===== config.mk =====
export PLATFORM = sky130hd
export DESIGN_NAME = ram1i1o_arb
export DESIGN_NICKNAME = d
export VERILOG_FILES = /design/src/rtl/ram1i1o_arb.sv
export SDC_FILE = /design/constraint.sdc
export NUM_CORES = 1
export LEC_CHECK = 0
export ABC_AREA = 1
export CAP_MARGIN = 30
export CORE_MARGIN = 1
export CORE_UTILIZATION = 43
export CTS_BUF_LIST = sky130_fd_sc_hd__clkbuf_16
export CTS_CLUSTER_DIAMETER = 150
export CTS_CLUSTER_SIZE = 10
export DETAILED_ROUTE_END_ITERATION = 16
export PLACE_DENSITY = 0.86
export SKIP_CTS_REPAIR_TIMING = 1
export SLEW_MARGIN = 20
export SYNTH_ARGS = -nofsm -noshare
export SYNTH_HDL_FRONTEND = slang
export SYNTH_SLANG_ARGS = --single-unit
export TNS_END_PERCENT = 20

===== constraint.sdc =====
create_clock -name clk_i -period 1.75 [get_ports clk_i]
set_clock_uncertainty 0.1 [all_clocks]
set_input_delay 0.2625 -clock clk_i [delete_from_list [all_inputs] [get_ports clk_i]]
set_output_delay 0.2625 -clock clk_i [all_outputs]
set_load 0.1 [all_outputs]

===== src/rtl/ram1i1o_arb.sv =====
// Two-requester round-robin arbiter/sequencer in front of one single-port RAM
// (asynchronous read, synchronous write). Each granted command drives the RAM
// for exactly one cycle and is answered with a one-cycle ack pulse.
module ram1i1o_arb #(
  parameter  int SZ = 2,
  parameter  int DW = 32,
  localparam int AW = (SZ > 1) ? $clog2(SZ) : 1
) (
  input  logic          clk_i,
  input  logic          rst_i,
  input  logic          m0_req_i,
  input  logic          m0_we_i,
  input  logic [AW-1:0] m0_addr_i,
  input  logic [DW-1:0] m0_data_i,
  output logic          m0_ack_o,
  output logic [DW-1:0] m0_data_o,
  input  logic          m1_req_i,
  input  logic          m1_we_i,
  input  logic [AW-1:0] m1_addr_i,
  input  logic [DW-1:0] m1_data_i,
  output logic          m1_ack_o,
  output logic [DW-1:0] m1_data_o,
  output logic          ram_we_o,
  output logic [AW-1:0] ram_addr_o,
  output logic [DW-1:0] ram_data_o,
  input  logic [DW-1:0] ram_data_i,
  output logic          busy_o
);

  typedef enum logic [1:0] {IDLE, ACCESS, DONE} state_t;

  state_t          state, state_nxt;
  logic            own_q;    // owner of the access in flight
  logic            we_q;
  logic [AW-1:0]   addr_q;
  logic [DW-1:0]   wdata_q;
  logic            last_q;   // last requester served
  logic            any_req;
  logic            win;      // winning requester when any_req is high

  // Round-robin pick: a lone request wins; on a tie the one not served last wins.
  always_comb begin
    any_req = m0_req_i | m1_req_i;
    win     = m1_req_i & (~m0_req_i | ~last_q);
  end

  // Next-state logic for the IDLE -> ACCESS -> DONE sequence.
  always_comb begin
    // NOTE: default first so every path assigns state_nxt and no latch is inferred.
    state_nxt = state;
    case (state)
      IDLE:    if (any_req) state_nxt = ACCESS;
      ACCESS:  state_nxt = DONE;
      DONE:    state_nxt = IDLE;
      default: state_nxt = IDLE;
    endcase
  end

  // State register with synchronous active-low reset.
  always_ff @(posedge clk_i) begin
    // NOTE: non-blocking assignments keep every register updating from pre-edge values.
    if (!rst_i) state <= IDLE;
    else        state <= state_nxt;
  end

  // Command latch, ack pulses and per-requester read-data registers.
  always_ff @(posedge clk_i) begin
    if (!rst_i) begin
      own_q     <= 1'b0;
      we_q      <= 1'b0;
      addr_q    <= '0;
      wdata_q   <= '0;
      last_q    <= 1'b1;
      m0_ack_o  <= 1'b0;
      m1_ack_o  <= 1'b0;
      m0_data_o <= '0;
      m1_data_o <= '0;
    end else begin
      // Acks are single-cycle: cleared every edge unless set by ACCESS below.
      m0_ack_o <= 1'b0;
      m1_ack_o <= 1'b0;
      if (state == IDLE && any_req) begin
        own_q   <= win;
        we_q    <= win ? m1_we_i   : m0_we_i;
        addr_q  <= win ? m1_addr_i : m0_addr_i;
        wdata_q <= win ? m1_data_i : m0_data_i;
      end
      if (state == ACCESS) begin
        last_q <= own_q;
        if (own_q) begin
          m1_ack_o <= 1'b1;
          if (!we_q) m1_data_o <= ram_data_i;
        end else begin
          m0_ack_o <= 1'b1;
          if (!we_q) m0_data_o <= ram_data_i;
        end
      end
    end
  end

  // RAM drive: write only during ACCESS, and never while reset is asserted.
  always_comb begin
    ram_we_o   = (state == ACCESS) & we_q & rst_i;
    ram_addr_o = addr_q;
    ram_data_o = wdata_q;
    busy_o     = (state != IDLE);
  end

endmodule


==> results.md <==
* Status: completed
* Die H at 107.9 µm
* Skew-Pair Late Insertion Delay at between 300 and 400 ps
* Critical-path top delay cell: dfxtp_1
* Post-synthesis sequential area ratio at 43.15%
* #FFs+latches synth at around 100
* Port Buffers at roughly 200
* Layout Cells excl Fill at about 1100
* Vias at approximately 5100
* R2R setup slack at between 150 and 200 ps
* CTS tree: done
* Placed cell area at roughly 8100 µm²
* Final GP Congestion at around 0.80
* Max-Cap Viols at 0
* Post-synth top area share at between 40 and 50%
* Ranking of synthesized cells by area: dfxtp_1, nand2_1, nor2_1, nand3_1, inv_1
* DRT Wirelength at around 14 mm
* Area growth syn-to-layout at 74.59%
* Worst path bufs/invs at 3
* PwrDens at 992.9 nW/µm²
* Design Area, Final at ~8400 µm²
* Io pins at 205
* Hold crit path type: primary input to flop
* Final setup TNS at 0 ps
* Die footprint at approximately 12000 µm²
* Uppermost layer routed: met4
* M1 WL at 5.732 mm
* Tmin final at 1678 ps
* CTS sink cnt at roughly 100
* WP data arrival at 1320 ps
* Share of layout cells above drive strength 1 at between 15 and 20%
* Worst Min Path Start: rst_i
* Diodes inserted at 0
* Antenna violations before repair at 0
* Most common cell on crit path: nand2_2
* Worst relative slew slack at approximately 70%
* Gate Count Post-Synth at about 740
* Post-synthesis average cell area at between 6 and 7 µm²
* WL met2 at 6.546 mm
* Tightest Pin Transition at between 400 and 500 ps
* Clock slew at reported path FFs at approximately 70 ps
* Inserted Clock Buffers at 9
* Vias in the first global route at around 4500
* Ys flop type: dfxtp_1
* Drt pass-1 iters at 4
* Detailed Route Iter0 Violations at approximately 250
* Async set-or-reset flop fraction in the synthesized netlist at 0%
* Max Root-Sink Buffers at 2
* Vias/cell at around 4.8
* H-tree Lvls at 3
* Setup violations, final at 0
* RSZ-0062 raised after global routing: false
* Core area at 10890 µm²
* EDFF count, synth at 0
* P_leak at between 3 and 4 nW
* Clock root cell: clkbuf_16
* Crit share post-route at a little over nine tenths
* Pin count of the biggest net entering global routing at 66
* Final Max Slew Viols at 0
* Die width at ~110 µm
* Crit-path max FO at 3
* Starting Density at approximately 44%
* Gr usage total at roughly a quarter
* DPL Wire Length at approximately 10 mm
* Netlist cell types at 17
* Post-route antenna net violation count at 0
* Fin util at ~77%
* Row cnt at 38
* Top cells by count, synth: nand2_1, nor2_1, dfxtp_1
* Synth Cell Area at approximately 4800 µm²
* Crit path launch: state[1]
* Inst Count DP at around 1100
* Syn nets at about 850
* Final Hold Fails at 0
* Nets at 1034
* Crit. End Element: output port
* Worst reg2reg path startpoint: state[1]
* GR Overflow Total at 0
* CP peak stage delay at approximately 310 ps
* Met3 wire len at between 1 and 1.5 mm
* Startpoint types: flop
* Path type of the worst setup path: flop to output port
* Max Clk Rate at between 500 and 600 MHz
* DRC at 0
* CP cell instances: inv_1 -> nand2_2 -> inv_2 -> nand2_2 -> nor2_4 -> buf_12
* Wirelength per Cell at ~13 µm
* First-pass GRT wire length at around 21 mm
* Cell taking the most area after synthesis: dfxtp_1
* Delay-heaviest family, CP: buffers and inverters
* Synth Warn # at 0
* Most frequent cell after synthesis: nand2_1
* Peak VDD IR at between 0.0007 and 0.0008 V
* WP data required at 1390 ps
[metrics by stage]
stage	hold slack [ps]	worst slack [ps]	power (mW)
after detailed placement	411.9	78.16	6.303
after CTS	157.0	-41.51	8.417
final	171.2	71.70	8.363
after floorplan	341.7	-78.85	4.907
after global routing	164.8	0.3468	8.698
after global placement	407.3	152.0	6.249
[registers in the layout (all words and copies together), names as in the netlist]
| register | flops |
|---|---|
| we_q | 1 |
| own_q | 1 |
| m1_data_o | 32 |
| m0_data_o | 32 |
| m0_ack_o | 1 |
| ram_addr_o | 1 |
| ram_data_o | 32 |
| state | 2 |
| last_q | 1 |
| m1_ack_o | 1 |
[worst paths after layout]
path / endpoint / depth (start not counted)
worst min-delay path: ram_addr_o / 3
worst max register to register: m1_data_o[12] / 8
worst max-delay path: ram_we_o / 6
worst min register to register: m1_data_o[27] / 2
[layout by cell type (no fill, tap or decap)]
cell type	Yosys	routed
clkinv_2	0	1
clkdlybuf4s50_1	0	101
buf_4	2	13
dfxtp_1	104	104
nor2_1	172	171
clkbuf_16	0	9
o21ai_4	1	1
inv_1	72	72
nor2_4	2	4
buf_2	27	1
nand2_2	0	4
clkinv_1	0	1
nand2_1	207	203
and2_1	1	1
a21oi_1	32	32
clkinvlp_4	0	2
a21boi_0	15	15
inv_2	0	1
bufinv_16	0	2
buf_12	0	111
a21boi_1	19	19
nand3_1	67	67
[power by group]
group          internal [mW]  total, mW  leakage [nW]  switching [mW]
logic                   1.29       3.46          2.78            2.17
clock network           1.24       2.11         0.150           0.873
registers               2.57       2.79         0.853           0.212
[worst register-to-register path, stage by stage, from the launching register on]
cell     delay, ps
dfxtp_1        310
inv_1           90
nand2_2         80
buf_4          140
nor2_4         350
buf_4          230
nand2_1         70
nand2_1         50
nor2_1          40
[layer usage]
metal / vias up / global-route usage [%]
met1: 2296 / 27.47
met2: 184 / 39.29
met4: 0 / 9.100
met5: - / 0
li1: 2630 / -
met3: 19 / 7.446
[layout make-up]
type                    count  area, µm²
clock buffers               9      225.2
clock inverters             7      87.58
fillers                   711       2465
inverters                  72      270.3
multi-input cells         517       2247
flip-flops and latches    104       2082
well taps                 140      175.2
repair buffers            226       3336
[logic make-up (layout without fill, tap and decap cells)]
kind of cell	Yosys count	count (layout)	synth area share, %
DFF	104	104	43.15
and+or+nand+nor	450	450	37.16
AOI/OAI and AO/OA	67	67	8.947
buffers and inverters	123	314	10.74
Note: power is estimated with default switching activity, not from simulation.
